==> config.mk <==
export PLATFORM = sky130hd
export DESIGN_NAME = comp_scheduler
export DESIGN_NICKNAME = d
export VERILOG_FILES = /design/src/rtl/comp_sched_pkg.sv /design/src/rtl/rr_arbiter2.sv /design/src/rtl/comp_scheduler.sv
export SDC_FILE = /design/constraint.sdc
export NUM_CORES = 1
export LEC_CHECK = 0
export ABC_AREA = 0
export CAP_MARGIN = 20
export CORE_ASPECT_RATIO = 0.6
export CORE_UTILIZATION = 46
export CTS_CLUSTER_DIAMETER = 150
export DETAILED_ROUTE_END_ITERATION = 8
export PLACE_DENSITY = 0.82
export SKIP_CTS_REPAIR_TIMING = 1
export SYNTH_ARGS = -nofsm -noshare
export SYNTH_HDL_FRONTEND = slang
export SYNTH_SLANG_ARGS = --single-unit
==> constraint.sdc <==
create_clock -name clk -period 2.5 [get_ports clk]
set_input_delay 0.5 -clock clk [delete_from_list [all_inputs] [get_ports clk]]
set_output_delay 0.5 -clock clk [all_outputs]
set_load 0.05 [all_outputs]
==> src/rtl/comp_sched_pkg.sv <==
// Shared types and defaults for the complement scheduler.
package comp_sched_pkg;

  typedef enum logic [1:0] {
    IDLE,
    SETTLE,
    DONE
  } state_t;

  typedef logic client_id_t;

  localparam int unsigned DEFAULT_SETTLE = 4;

endpackage

==> src/rtl/rr_arbiter2.sv <==
// Two-way combinational grant with a rotating priority pointer.
module rr_arbiter2
  import comp_sched_pkg::*;
(
  input  logic       req0,
  input  logic       req1,
  input  client_id_t ptr,
  output logic       valid,
  output client_id_t gnt
);

  // A lone requester wins outright; a tie goes to the client named by ptr.
  always_comb begin
    valid = req0 | req1;
    gnt   = 1'b0;
    if (req0 && req1) begin
      gnt = ptr;
    end else if (req1) begin
      gnt = 1'b1;
    end
  end

endmodule

==> src/rtl/comp_scheduler.sv <==
// Sequencer and two-client arbiter for a shared ripple two's-complement unit.
// Optional overflow flag output enabled by defining COMP_SCHED_OVF_FLAG_EN.
module comp_scheduler
  import comp_sched_pkg::*;
#(
  parameter int unsigned WIDTH         = 8,
  parameter int unsigned SETTLE_CYCLES = DEFAULT_SETTLE
) (
  input  logic             clk,
  input  logic             rst,
  input  logic             req0,
  input  logic [WIDTH-1:0] op0,
  input  logic             req1,
  input  logic [WIDTH-1:0] op1,
  output logic             ack0,
  output logic             ack1,
  output logic [WIDTH-1:0] res,
  output logic             busy,
  output logic [WIDTH-1:0] comp_a,
  input  logic [WIDTH-1:0] comp_w
`ifdef COMP_SCHED_OVF_FLAG_EN
  ,
  output logic             ovf
`endif
);

  localparam int unsigned     CNT_W    = $clog2(SETTLE_CYCLES + 1);
  localparam logic [CNT_W-1:0] CNT_INIT = CNT_W'(SETTLE_CYCLES - 1);

  state_t           state;
  state_t           state_nxt;
  logic [CNT_W-1:0] cnt;
  client_id_t       gnt;
  client_id_t       ptr;
  client_id_t       arb_gnt;
  logic             arb_valid;

  rr_arbiter2 u_arb (
    .req0  (req0),
    .req1  (req1),
    .ptr   (ptr),
    .valid (arb_valid),
    .gnt   (arb_gnt)
  );

  // State register.
  always_ff @(posedge clk or posedge rst) begin
    if (rst) begin
      state <= IDLE;
    end else begin
      state <= state_nxt;
    end
  end

  // Next state; ack and busy decoded from the registered state.
  always_comb begin
    state_nxt = state;
    ack0      = 1'b0;
    ack1      = 1'b0;
    busy      = 1'b0;
    case (state)
      IDLE: begin
        if (arb_valid) state_nxt = SETTLE;
      end
      SETTLE: begin
        busy = 1'b1;
        if (cnt == '0) state_nxt = DONE;
      end
      DONE: begin
        busy      = 1'b1;
        ack0      = (gnt == 1'b0);
        ack1      = (gnt == 1'b1);
        state_nxt = IDLE;
      end
      default: state_nxt = IDLE;
    endcase
  end

  // Operand launch, settle countdown, result capture and pointer rotation.
  always_ff @(posedge clk or posedge rst) begin
    if (rst) begin
      comp_a <= '0;
      res    <= '0;
      cnt    <= '0;
      gnt    <= 1'b0;
      ptr    <= 1'b0;
    end else begin
      case (state)
        IDLE: begin
          if (arb_valid) begin
            comp_a <= arb_gnt ? op1 : op0;
            gnt    <= arb_gnt;
            cnt    <= CNT_INIT;
          end
        end
        SETTLE: begin
          if (cnt != '0) begin
            cnt <= cnt - CNT_W'(1);
          end else begin
            res <= comp_w;
          end
        end
        DONE: begin
          ptr <= ~gnt;
        end
        default: ;
      endcase
    end
  end

`ifdef COMP_SCHED_OVF_FLAG_EN
  localparam logic [WIDTH-1:0] MOST_NEG = {1'b1, {(WIDTH-1){1'b0}}};

  // Flag the one operand whose negation is not representable, captured with res.
  always_ff @(posedge clk or posedge rst) begin
    if (rst) begin
      ovf <= 1'b0;
    end else if (state == SETTLE && cnt == '0) begin
      ovf <= (comp_a == MOST_NEG);
    end
  end
`endif

endmodule

# Word level (Yosys, flattened, before mapping)
# Index checks and enable logic that the tools add are counted.
[word_totals]
reg_bits = 23
input_bits = 28
output_inout_bits = 19
word_cells = 37
[classes]
add_sub_neg = 1
n_eq_ne = 5
muxes = 12
bitwise_logic = 3
n_reduce_logical = 10
[op_table]
columns = ["op", "count"]
rows = [
  ["8-bit two-way mux", 1],
  ["3-bit two-way mux", 2],
  ["2-bit inequality test, second input constant", 3],
  ["3-bit one-hot mux with 2 select lines", 1],
  ["2-bit AND reduction", 3],
  ["1-bit two-way mux", 5],
  ["2-bit two-way mux", 2],
  ["2-bit one-hot mux with 2 select lines", 1],
  ["3-bit logical NOT", 1],
  ["3-bit AND reduction", 1],
  ["3-bit nonzero test", 1],
  ["3-bit by 1-bit subtractor with 3-bit output, second input constant", 1],
  ["2-bit by 1-bit == test with 1-bit output, second input constant", 1],
  ["2-bit == test, second input constant", 1],
  ["2-bit logical NOT", 1],
  ["1-bit NOT", 2],
  ["2-bit nonzero test", 1],
  ["2-bit OR reduction", 1],
  ["1-bit logical AND", 1],
  ["1-bit OR", 1],
]

# Longest topological paths before layout
# Gate-level depths: netlist (run 1).
[logic_depth]
word_depth = 3
depth_mapped = 7
mapped_depth_nobuf = 5

# Hierarchy
# From an unflattened synthesis (run 1), not the netlist that was laid out.
[hier_totals]
cells_unflattened = 96
area_unflattened_um2 = 1148.6
[modules_own_cells]
columns = ["mod", "instances", "cells_per_inst", "area_each_um2", "seq_area_each_um2"]
rows = [
  ["comp_scheduler", 1, 93, 1131.1, 575.6],
  ["rr_arbiter2", 1, 3, 17.5, 0.0],
]

# Worst setup path after synthesis (run 1)
# OpenSTA, ideal clock, no wires.
[synth_path]
kind = "register to output"
startpoint = "reg state[0]"
endpoint = "out ack0"
t_arrival_ps = 1381
t_required_ps = 2000
slack_ps = 619
stages_incl_launch_ff = 4
n_path_buf = 0
cell_sequence = "dfrtp_1 > inv_1 > ha_1 > nor2b_1"
[synth_via]
elab_chain_cells = 2
[synth_rtl]
columns = ["item", "line", "source"]
rows = [
  ["start: declaration", "comp_scheduler.sv:30", "state_t state;"],
  ["start signal: assignment", "comp_scheduler.sv:51", "state <= state_nxt;"],
  ["2-bit == test", "comp_scheduler.sv:61", "case (state)"],
  ["1-bit two-way mux", "comp_scheduler.sv:61", ""],
  ["end: declaration", "comp_scheduler.sv:15", "output logic ack0,"],
]
# No other way between the ends.

# Worst setup path in the final report (run 1)
[layout_path]
startpoint = "reg state[0]"
endpoint = "out busy"
[layout_via]
elab_chain_cells = 3
word_cells_on_any_way = 4
cone_classes = "eq/ne (2); mux (1); reduce/logical (1)"
[layout_rtl]
columns = ["item", "line", "source"]
rows = [
  ["2-bit by 1-bit == test with 1-bit output or 2-bit == test (tied branches)", "comp_scheduler.sv:61", ""],
  ["2-bit OR reduction (no line) *", "-", ""],
  ["1-bit two-way mux *", "comp_scheduler.sv:61", ""],
  ["end: declaration", "comp_scheduler.sv:18", "output logic busy,"],
]
# Mark *: on every way between the ends. The rest lies on a longest branch, timed or not.

==> results of run 1 <==
stage by stage:
step	utilization (%)	worst slack, ns
final	75.1	0.145
after global routing	75.1	0.0683
after CTS	75.0	0.0602
after detailed placement	73.0	0.358
after global placement	73.0	0.416
after floorplan	-	0.619
Yosys cell counts, drive strengths merged, types with 2 or more instances:
| cell | n |
|---|---|
| dfrtp | 23 |
| nor2 | 10 |
| o21a | 2 |
| buf | 3 |
| a31oi | 8 |
| inv | 8 |
| o21ai | 10 |
| ha | 7 |
| nand3 | 10 |
| mux2 | 11 |
| nand3b | 3 |
| nor2b | 2 |
state kept, by name, indices dropped and copies added (netlist names):
register and count:
ptr 1, res 8, cnt 3, comp_a 8, gnt 1, state 2
kinds of logic (layout without fill, tap and decap cells):
kind of cell,after synthesis,after routing,share of synthesized area [%]
compound gates,24,24,12.9
fa+ha+maj,7,7,7.39
buf+inv,12,60,4.33
flops,23,23,48.6
mux,11,11,10.5
simple gates,32,32,16.4
path summary, 6_finish.rpt:
kind	to	slack, ns	depth (start not counted)
setup / recovery	busy	0.14	3
hold / removal	res[5]	0.51	1
setup reg to reg	cnt[0]	0.75	5
hold reg to reg	res[5]	0.51	1
max in group asynchronous	res[7]	1.68	3
min in group asynchronous	res[0]	0.57	3
area by class of cell:
| class | count | area [um^2] |
|---|---|---|
| Sequential cell | 23 | 576 |
| Inverter | 8 | 30.0 |
| Tap cell | 30 | 37.5 |
| Clock inverter | 1 | 5.00 |
| Multi-Input combinational cell | 74 | 558 |
| Timing Repair Buffer | 48 | 475 |
| Fill cell | 153 | 571 |
| Clock buffer | 3 | 41.3 |
report_power, final:
part | switching, mW | internal [mW]
sequential | 0.102 | 0.553
combinational | 0.908 | 0.536
clock | 0.123 | 0.111
cells in the final DEF (no fill, tap or decap), drive strengths merged, types with 2 or more instances in the layout:
cell type / instances
clkdlybuf4s50: 44
nand3: 10
nand3b: 3
mux2: 11
a31oi: 8
ha: 7
inv: 8
o21a: 2
nor2: 10
clkbuf: 3
buf: 3
dfrtp: 23
o21ai: 10
nor2b: 2
routing by layer:
metal	track usage, %	vias to the layer above	wire, um
met3	8.70	7	214
met2	41.1	42	1310
met5	0	-	0
met4	7.98	0	39
met1	26.5	482	1210
li1	-	485	-
==> results.cfg, run 1 <==
[run_status]
status = complete, no violations

[setup_path]
crit_type = reg2out
cp_cell_sequence = inv_1 -> ha_1 -> clkdlybuf4s50_1
startpoint_type = flop
path_delay_family = buffers and inverters
cp_slowest_stage_delay_ns = 0.80
crit_required_ns = 2.00
worstPathArrival_ns = 1.86
cp-end-kind = output pin
crit_path_start = state[0]
path_buf_inv = 2
r2r_start = state[0]
cp_slowest_cell = clkdlybuf4s50_1
crit_fanout = 4

[timing]
slew_headroom_pct = 64.2
fin_setup_tns_ns = 0
timing.final.crit_period_ns = 2.36
hold_viol = 0
hold_slack_ns = 0.507
drv_slew = 0
clock.fmax_ghz = 0.425
tightest_slew_ns = 0.536
finalClockSkew_ns = 0.00379
setup_violations = 0
rsz0062_at_grt = no
post-route-period-util_pct = 94.2

[die]
ios = 47
die-area_mm2 = 0.00279
start_util_pct = 51.7
die_h_um = 41.3
core_mm2 = 0.00229
die_width_um = 67.5
rows = 13

[hold_path]
min-delay-start = res[5]
min_path_type = reg2reg

[clocking]
cts_sinks = 23
cts_made_buffers = 3
cts_tree = built
worst_skew_pair.late_latency_ns = 0.27
htreeDepth = 1
ctsRootBufferMaster = clkbuf_8
clockBufferDepth = 2
clk_pin_slew_ns = 0.08

[detailed_routing]
routed_wl_um = 2780
drc = 0
dr.pass1.iters = 6
drt-initial-drc-count = 33
vias = 1016
wl_per_cell_um = 14.9
via_per_inst = 5.43
postRouteAntennaNets = 0

[placement]
port_buffers = 46
dpl_cell_area_mm2 = 0.00167
dp.cells = 183
gp_congestion = 0.798
place_hpwl_um = 2120

[final_layout]
fin_area_mm2 = 0.00172
n_antenna_cell = 0
nets = 193
drive_gt1_share_pct = 14.0
synthToLayoutAreaGrowth_pct = 45.4
instances_no_fill = 187

[power_and_ir_drop]
ir_worst_vdd_mv = 0.739
power_mw = 2.33
p_per_area_mw_per_mm2 = 1350
leakage_nw = 0.757

[run]
cap_viol_max_count = 0

[synthesis]
netlist_top_cells_area = dfrtp_1, mux2_2, ha_1
synth_top_area_share_pct = 48.6
synth_top_area_cell = dfrtp_1
yosysSeqAreaShare_pct = 48.6
yosys_warnings = 0
synth_nets = 144
synth.distinct_cells = 26
avgSynthCellArea_um2 = 10.9
async_flop_share_pct = 100
yosys_register_bits = 23
synth_edf_count = 0
synth_cells = 109
syn_area_mm2 = 0.00118
synth_ff_type = dfrtp_1

[global_route]
grt.total_usage_pct = 23.1
antenna_found_initial = 0
grt.overflow.total = 0
grt_pass1_wl_um = 4440
grt_max_degree = 24
grt_pass1_vias = 993
(Power assumes the default switching activity.)
==> run 2, diff against run 1 <==
--- a/config.mk
+++ b/config.mk
@@ -6,12 +6,11 @@
 export NUM_CORES = 1
 export LEC_CHECK = 0
 export ABC_AREA = 0
-export CAP_MARGIN = 20
 export CORE_ASPECT_RATIO = 0.6
 export CORE_UTILIZATION = 46
 export CTS_CLUSTER_DIAMETER = 150
 export DETAILED_ROUTE_END_ITERATION = 8
-export PLACE_DENSITY = 0.82
+export PLACE_DENSITY = 0.95
 export SKIP_CTS_REPAIR_TIMING = 1
 export SYNTH_ARGS = -nofsm -noshare
 export SYNTH_HDL_FRONTEND = slang
==> results.cfg, run 2 (synthesis results as in run 1) <==
[detailed_routing]
wl_per_cell_um = 15.4
via_per_inst = 5.33
drt-initial-drc-count = 38
postRouteAntennaNets = 0
routed_wl_um = 2890
vias = 996
dr.pass1.iters = 4
drc = 0

[clocking]
clk_pin_slew_ns = 0.08
worst_skew_pair.late_latency_ns = 0.27
htreeDepth = 1
cts_sinks = 23
ctsRootBufferMaster = clkbuf_8
cts_tree = built
cts_made_buffers = 3
clockBufferDepth = 2

[final_layout]
final_cell_mix = clkdlybuf4s50_1, dfrtp_1, mux2_2
final_common_cell = clkdlybuf4s50_1
largestRegisters = comp_a (8), res (8), cnt (3)
nets = 193
n_antenna_cell = 0
post-route-util_pct = 75.2
fin_area_mm2 = 0.00173
instances_no_fill = 187
drive_gt1_share_pct = 13.4
synthToLayoutAreaGrowth_pct = 45.6

[global_route]
grt_pass1_vias = 1031
grt_max_degree = 18
antenna_found_initial = 0
grt.overflow.total = 0
grt_pass1_wl_um = 4610
grt.total_usage_pct = 23.7

[timing]
slew_headroom_pct = 64.9
finalClockSkew_ns = 0.00231
setup_violations = 0
tightest_slew_ns = 0.525
fin_setup_tns_ns = 0
hold_viol = 0
hold_slack_ns = 0.497
drv_slew = 0
post-route-period-util_pct = 96.6
clock.fmax_ghz = 0.414
setup_slack_ns = 0.0862
timing.final.crit_period_ns = 2.41
rsz0062_at_grt = no

[setup_path]
crit_required_ns = 2.00
regToRegEndpoint = cnt[0]
cp-end-kind = output pin
crit_type = reg2out
r2r_start = state[0]
startpoint_type = flop
cp_slowest_cell = clkdlybuf4s50_1
cp_cell_sequence = inv_1 -> ha_1 -> and2_1 -> clkdlybuf4s50_1
cp_slowest_stage_delay_ns = 0.79
worstPathArrival_ns = 1.91
r2r_slack_ns = 0.74
crit_fanout = 4
reg2regPathDepth = 5

[power_and_ir_drop]
p_per_area_mw_per_mm2 = 1360
power_mw = 2.35
p_sw_mw = 1.14
ir_worst_vdd_mv = 0.881
seq_power_share_pct = 28.1
power_frac_comb_pct = 62.0
leakage_nw = 0.755
internal-power_mw = 1.20
swShare_pct = 48.7
p_clk_share_pct = 9.9

[placement]
place_hpwl_um = 2320
dpl_cell_area_mm2 = 0.00168
dp.cells = 183
gp_congestion = 0.858
port_buffers = 46
post-place-ws_ns = 0.352

[die]
die_width_um = 67.5
rows = 13
start_util_pct = 51.7
die_h_um = 41.3
ios = 47
die-area_mm2 = 0.00279
core_mm2 = 0.00229

[run]
cap_viol_max_count = 0

[run_status]
status = complete, no violations

[hold_path]
min_path_type = in2async
run 2: changes by cell type in the layout (fill, tap and decap cells not counted), sizes merged:
cell and delta:
buf -1, clkdlybuf4s50 +1
run 2: worst max-delay path by stage:
stage / startpoint / end / slack [ns] / cells after the start
after floorplan: state[0] / ack0 / 0.62 / 3
after global placement: state[0] / ack0 / 0.40 / 4
after detailed placement: state[0] / ack0 / 0.35 / 4
after CTS: state[0] / ack0 / 0.05 / 4
after global routing: state[0] / ack1 / 0.01 / 4
final: state[0] / ack1 / 0.09 / 4
run 2: critical path: cells and delay by family, from the launching register on:
family / cells / cell delay [ns]
flip-flops: 1 / 0.42
adder cells (fa/ha/maj): 1 / 0.19
buffers and inverters: 2 / 0.91
AND/OR/NAND/NOR: 1 / 0.13
run 2: cell type report:
type / instances / area (um^2)
repair buffers: 48 / 478
clock buffers: 3 / 41.3
fillers: 146 / 568
flip-flops and latches: 23 / 576
multi-input cells: 74 / 558
clock inverters: 1 / 5.00
well taps: 30 / 37.5
inverters: 8 / 30.0
run 2: power groups by stage:
| stage | clock network (mW) | registers [mW] | logic [mW] |
|---|---|---|---|
| floorplan | 0 | 1.11 | 0.553 |
| global placement | 0 | 0.648 | 1.41 |
| detailed placement | 0 | 0.666 | 1.46 |
| CTS | 0.234 | 0.661 | 1.46 |
| global route | 0.248 | 0.677 | 1.55 |
| finish | 0.233 | 0.659 | 1.46 |
run 2: routing by layer:
metal	vias up	part of all wire [%]	GRT usage [%]
met2	36	48	43.1
li1	481	-	-
met5	-	0	0
met4	0	0.73	8.51
met1	477	43	25.9
met3	2	7.6	9.78
==> run 3, diff against run 2 <==
--- a/config.mk
+++ b/config.mk
@@ -7,10 +7,10 @@
 export LEC_CHECK = 0
 export ABC_AREA = 0
 export CORE_ASPECT_RATIO = 0.6
-export CORE_UTILIZATION = 46
+export CORE_UTILIZATION = 43
 export CTS_CLUSTER_DIAMETER = 150
 export DETAILED_ROUTE_END_ITERATION = 8
-export PLACE_DENSITY = 0.95
+export PLACE_DENSITY = 0.91
 export SKIP_CTS_REPAIR_TIMING = 1
 export SYNTH_ARGS = -nofsm -noshare
 export SYNTH_HDL_FRONTEND = slang
==> constraint.sdc (replaced) <==
create_clock -name clk -period 2.4 [get_ports clk]
set_input_delay 0.48 -clock clk [delete_from_list [all_inputs] [get_ports clk]]
set_output_delay 0.48 -clock clk [all_outputs]
set_load 0.05 [all_outputs]
==> results.cfg, run 3 (synthesis results as in run 1) <==
[setup_path]
cp_num_cells = 3
cp_slowest_stage_delay_ns = 0.42
startpoint_type = flop
cp_slowest_cell = dfrtp_1
path_buf_inv = 2
crit_fanout = 4
reg2regPathDepth = 5
crit_required_ns = 1.92
worstPathArrival_ns = 1.49
crit_type = reg2out
path_delay_family = buffers and inverters
cp_cell_sequence = inv_1 -> ha_1 -> dlymetal6s2s_1
cp-end-kind = output pin

[clocking]
clockBufferDepth = 2
htreeDepth = 1
cts_sinks = 23
clk_pin_slew_ns = 0.08
cts_made_buffers = 3
worst_skew_pair.late_latency_ns = 0.27
ctsRootBufferMaster = clkbuf_8
cts_tree = built

[final_layout]
fill_cells = 197
drive_gt1_share_pct = 14.6
synthToLayoutAreaGrowth_pct = 45.6
n_antenna_cell = 0
final_cell_mix = clkdlybuf4s50_1, dfrtp_1, mux2_2
largestRegisters = comp_a (8), res (8), cnt (3)
final_common_cell = clkdlybuf4s50_1
nets = 193
fin_area_mm2 = 0.00173

[die]
start_util_pct = 46.3
die-area_mm2 = 0.00298
die_width_um = 69.8
rows = 14
core_mm2 = 0.00256
ios = 47
die_h_um = 42.7

[timing]
hold_viol = 0
setup_slack_ns = 0.428
drv_slew = 0
clock.fmax_ghz = 0.507
fin_setup_tns_ns = 0
post-route-period-util_pct = 82.2
timing.final.crit_period_ns = 1.97
tightest_slew_ns = 0.543
slew_headroom_pct = 63.8
rsz0062_at_grt = no
setup_violations = 0
finalClockSkew_ns = 0.00431

[detailed_routing]
dr.pass1.iters = 4
wl_per_cell_um = 15.6
vias = 1001
via_per_inst = 5.30
routed_wl_um = 2950
postRouteAntennaNets = 0
drc = 0
drt-initial-drc-count = 16

[run]
cap_viol_max_count = 0

[placement]
dpl_cell_area_mm2 = 0.00167
post-place-ws_ns = 0.343
place_hpwl_um = 2350
port_buffers = 46
gp_congestion = 0.823

[global_route]
grt.total_usage_pct = 21.9
grt_pass1_vias = 1062
grt.overflow.total = 0
grt_pass1_wl_um = 5020
grt_max_degree = 24
antenna_found_initial = 0

[power_and_ir_drop]
ir_worst_vdd_mv = 1.27
leakage_nw = 0.747
p_per_area_mw_per_mm2 = 1410

[run_status]
status = complete, no violations

[hold_path]
min_path_type = reg2reg
min_delay_path_depth = 1
run 3: where the power goes:
group	switching [mW]	internal (mW)
Combinational	0.946	0.558
Sequential	0.113	0.576
Clock	0.128	0.117
run 3: worst reg2reg max path, stage by stage, from the launching register on:
cell      delay [ns]
dfrtp_1         0.42
inv_1           0.11
ha_1            0.25
nor3b_4         0.19
a311oi_1        0.32
mux2_2          0.37
run 3: through the flow:
stage | cells | hold WS (ns) | util (%) | total power, mW
after floorplan | 109 | 0.482 | - | 1.73
after global placement | 185 | 0.487 | 65.5 | 2.14
after detailed placement | 185 | 0.498 | 65.5 | 2.20
after CTS | 189 | 0.520 | 67.4 | 2.45
after global routing | 189 | 0.540 | 67.5 | 2.58
final | 189 | 0.516 | 67.5 | 2.44
run 3: area by class of cell:
| class | instances | area (um^2) | area share [%] |
|---|---|---|---|
| tap | 32 | 40.0 | 2.32 |
| clock inverter | 1 | 7.51 | 0.435 |
| inverter | 8 | 30.0 | 1.74 |
| clock buffer | 3 | 41.3 | 2.39 |
| timing repair buffer | 48 | 473 | 27.4 |
| sequential | 23 | 576 | 33.4 |
| multi-input combinational | 74 | 558 | 32.3 |
run 3: path summary, 6_finish.rpt:
kind	startpoint	end	slack [ns]
setup / recovery	state[0]	busy	0.43
hold / removal	res[0]	res[0]	0.52
setup reg to reg	state[0]	cnt[0]	0.65
hold reg to reg	res[0]	res[0]	0.52
max in group asynchronous	rst	ptr	1.61
min in group asynchronous	rst	comp_a[7]	0.56
run 3: metal layers:
metal  up-vias  global-route usage [%]  wire, um
met5         -                       0         0
met1       479                    28.2      1310
li1        480                       -         -
met3         4                    6.89       180
met2        38                    37.3      1440
met4         0                    3.20        19
==> variant 1: new RTL, flow settings as in run 3 <==
`WIDTH`: 8 -> 7.
--- a/src/rtl/comp_scheduler.sv
+++ b/src/rtl/comp_scheduler.sv
@@ -3,7 +3,7 @@
 module comp_scheduler
   import comp_sched_pkg::*;
 #(
-  parameter int unsigned WIDTH         = 8,
+  parameter int unsigned WIDTH         = 7,
   parameter int unsigned SETTLE_CYCLES = DEFAULT_SETTLE
 ) (
   input  logic             clk,
Interface: changed (5 resized); port bits go from 47 to 42. No check against the original RTL was run, so the function may have changed too.
==> variant 1 against run 3 <==
- wire length fell by 9.6%
- via count is 5.9% lower
- total power fell by 9.0%
- sequential cell count fell by 2
- design area fell by 9.1%
- area after synthesis is 7.8% lower
- largest power group unchanged
- setup slack improved by 0.052 ns
==> variant 1: results (changes against run 3) <==
status finished clean (unchanged); synth cell count leaders dfrtp_1 (21), mux2_2 (10), nand3_1 (9), nor2_1 (9), o21ai_0 (9) (was dfrtp_1 (23), mux2_2 (11), nand3_1 (10), nor2_1 (10), o21ai_0 (10)); routed via count 942 (was 1001); GP Congestion 0.800 (was 0.823); FMAX 0.521 GHz (was 0.507 GHz); Layout Cells excl Fill 174 (was 189); fin util 68.8% (was 67.5%); critical path fanouts, max 2 (was 4); peak supply drop 0.788 mV (was 1.27 mV); CP peak stage delay 0.82 ns (was 0.42 ns); count of cell types in the netlist 25 (was 26); routed wire length 2.67 mm (was 2.95 mm); largest net degree at the start of global routing 22 (was 24); Pleak 0.000665 uW (was 0.000747 uW); Area contributors post-synth dfrtp_1 (48%), mux2_2 (10%), ha_1 (8.0%) (was dfrtp_1 (49%), mux2_2 (10%), ha_1 (7.4%)); hold wc startpoint res[1]$_DFFE_PP0P_ (was res[0]$_DFFE_PP0P_); Fillers 176 (was 197); Mapped Cells 101 (was 109); Worst EP arrival 1.44 ns (was 1.49 ns); sink of the worst hold path res[1]$_DFFE_PP0P_ (was res[0]$_DFFE_PP0P_); crit path to comp_a[3] (was busy); worst hold slack 0.511 ns (was 0.516 ns); number of global-route vias before repair 927 (was 1062); biggest regs comp_a: 7 flops, res: 7 flops, cnt: 3 flops (was comp_a: 8 flops, res: 8 flops, cnt: 3 flops); placed standard-cell area 1520 sq um (was 1670 sq um); Worst path slowest cell clkdlybuf4s50_1 (was dfrtp_1); Site Rows 13 (was 14); Worst Max-Slew Pin Slew 0.785 ns (was 0.543 ns); share of layout cells above drive strength 1 16.0% (was 14.6%); Clock Skew 0.00270 ns (was 0.00431 ns); part of the Yosys area used for sequential elements 48.1% (was 48.6%); die footprint 2750 sq um (was 2980 sq um)
## variant 1: area by class of cell
type                            count  share of cell area (%)
Sequential cell                    21                    33.5
Multi-Input combinational cell     69                    33.0
Timing Repair Buffer               42                    26.2
Clock buffer                        3                    2.63
Tap cell                           30                    2.39
Inverter                            8                    1.92
Clock inverter                      1                   0.319
## variant 1: power breakdown
group | leakage [uW] | switching (uW) | internal, uW
clock | 0.0000255 | 118 | 116
sequential | 0.000244 | 97.2 | 525
combinational | 0.000396 | 856 | 506
## variant 1: metal layers
metal,share of wire (%),global-route usage (%)
met2,46,41.5
met5,0,0
met3,7.6,7.22
met4,2.2,8.51
met1,44,27.9
## variant 1: cells by family after synthesis
| kind of cell | after synthesis | share of synthesized area [%] |
|---|---|---|
| buffers and inverters | 11 | 4.47 |
| and+or+nand+nor | 30 | 16.0 |
| adders and majority gates | 7 | 8.02 |
| muxes | 10 | 10.3 |
| DFF | 21 | 48.1 |
| AOI/OAI and AO/OA | 22 | 13.1 |
==> variant 2: new RTL, config.mk and constraints of run 3 <==
Without the edit above. Re-encode `state_t` (3 states) as one-hot, 3 bits wide.
--- a/src/rtl/comp_sched_pkg.sv
+++ b/src/rtl/comp_sched_pkg.sv
@@ -1,10 +1,10 @@
 // Shared types and defaults for the complement scheduler.
 package comp_sched_pkg;
 
-  typedef enum logic [1:0] {
-    IDLE,
-    SETTLE,
-    DONE
+  typedef enum logic [2:0] {
+    IDLE   = 3'b001,
+    SETTLE = 3'b010,
+    DONE   = 3'b100
   } state_t;
 
   typedef logic client_id_t;
Check against the original RTL: no difference found for any inputs over 10 cycles, from zero or initial values and one cycle with rst high; not proved beyond that.
==> variant 2 against run 3 <==
- utilization grew 1.5 points
- count of clock-buffer cells in the layout grew 1
- design area is essentially flat
- wire length shrank 15%
- largest power group unchanged
- first-iteration DRC count grew to 3.4 times the old value
- fmax shrank 11%
- area after synthesis shrank 3.6%
- total power shrank 7.2%
- sequential cell count grew 1
- setup slack lost 0.24 ns
==> variant 2: results (changes against run 3) <==
Worst path slowest cell clkdlybuf4s50_1 (was dfrtp_1); DPL Wire Length 1.97 mm (was 2.35 mm); vias per inst 5.28 (was 5.30); final net count 185 (was 193); Net Switching 1040 uW (was 1190 uW); fin util 68.9% (was 67.5%); largest net degree at the start of global routing 18 (was 24); GP Congestion 0.815 (was 0.823); fraction of the mapped netlist area in adder cells 2.19% (was 7.39%); global-route wire length before repair 4.37 mm (was 5.02 mm); RR Endpoint comp_a[3]$_DFFE_PP0P_ (was cnt[0]$_DFFE_PP0P_); Worst Max-Slew Pin Slew 0.526 ns (was 0.543 ns); number of synthesized register bits 24 (was 23); non-clock buffering overhead in the final layout 29.6% (was 27.4%); part of the Yosys area used for sequential elements 52.7% (was 48.6%); fraction of area in multi-input gates 28.6% (was 32.3%); Pleak 0.000723 uW (was 0.000747 uW); final worst path period need 2.21 ns (was 1.97 ns); DP Worst Slack 0.412 ns (was 0.343 ns); DRT iter0 DRCs 55 (was 16); placed standard-cell area 1670 sq um (about the same); All-Layer GR Usage 21.0% (was 21.9%); Critical Path Start state[2]$_DFFE_PP0P_ (was state[0]$_DFFE_PP0P_); routed via count 982 (was 1001); multiplexer area fraction after synthesis 7.89% (was 10.5%); FF-to-FF Start state[0]$_DFFE_PP1P_ (was state[0]$_DFFE_PP0P_); Logic inverters 7 (was 8); Worst EP arrival 1.73 ns (was 1.49 ns); Area contributors post-synth dfrtp_1 (50%), mux2_2 (7.9%), nand3b_1 (5.9%) (was dfrtp_1 (49%), mux2_2 (10%), ha_1 (7.4%)); CP peak stage delay 0.80 ns (was 0.42 ns); Power Dens Cells 1310 nW/um^2 (was 1410 nW/um^2); mean post-synth cell area 10.9 sq um (about the same); share of layout cells above drive strength 1 15.6% (was 14.6%); Clock Skew 0.00110 ns (was 0.00431 ns); peak supply drop 0.512 mV (was 1.27 mV); number of global-route vias before repair 968 (was 1062); clock network area share 3.19% (was 2.83%); Inserted Diodes 0 (unchanged); bufs w/o clock 50 (was 48); reg2reg path depth 4 (was 5); status finished clean (unchanged); initial antenna violation count 0 (unchanged); drt wl/cell 13.5 um (was 15.6 um); Syn Nets 135 (was 144); multi-input gate count 69 (was 74); biggest regs comp_a: 8 flops, res: 8 flops (was comp_a: 8 flops, res: 8 flops, cnt: 3 flops); sequential cell area share 34.9% (was 33.4%); R2R setup slack 0.82 ns (was 0.65 ns); XOR/XNOR Fraction of Synth Area 0.767% (was 0%); sequential logic power 703 uW (was 688 uW)
-- variant 2: how the worst min path moves through the flow --
stage                  startpoint                 end  slack, ns  depth (start not counted)
6_report       res[3]$_DFFE_PP0P_  res[3]$_DFFE_PP0P_       0.51                          1
5_1_grt        cnt[0]$_DFFE_PP0P_  cnt[0]$_DFFE_PP0P_       0.53                          1
4_1_cts        cnt[0]$_DFFE_PP0P_  cnt[0]$_DFFE_PP0P_       0.50                          1
3_5_place_dp      ptr$_DFFE_PP0N_     ptr$_DFFE_PP0N_       0.48                          1
3_3_place_gp      ptr$_DFFE_PP0N_     ptr$_DFFE_PP0N_       0.48                          1
2_1_floorplan     ptr$_DFFE_PP0N_     ptr$_DFFE_PP0N_       0.45                          1
-- variant 2: layer usage --
metal | vias to the layer above | GRT usage, % | wire [um]
met5 | - | 0 | 0
met2 | 41 | 31.8 | 1220
met3 | 6 | 6.04 | 118
met1 | 461 | 29.7 | 1140
met4 | 0 | 4.58 | 33
li1 | 474 | - | -
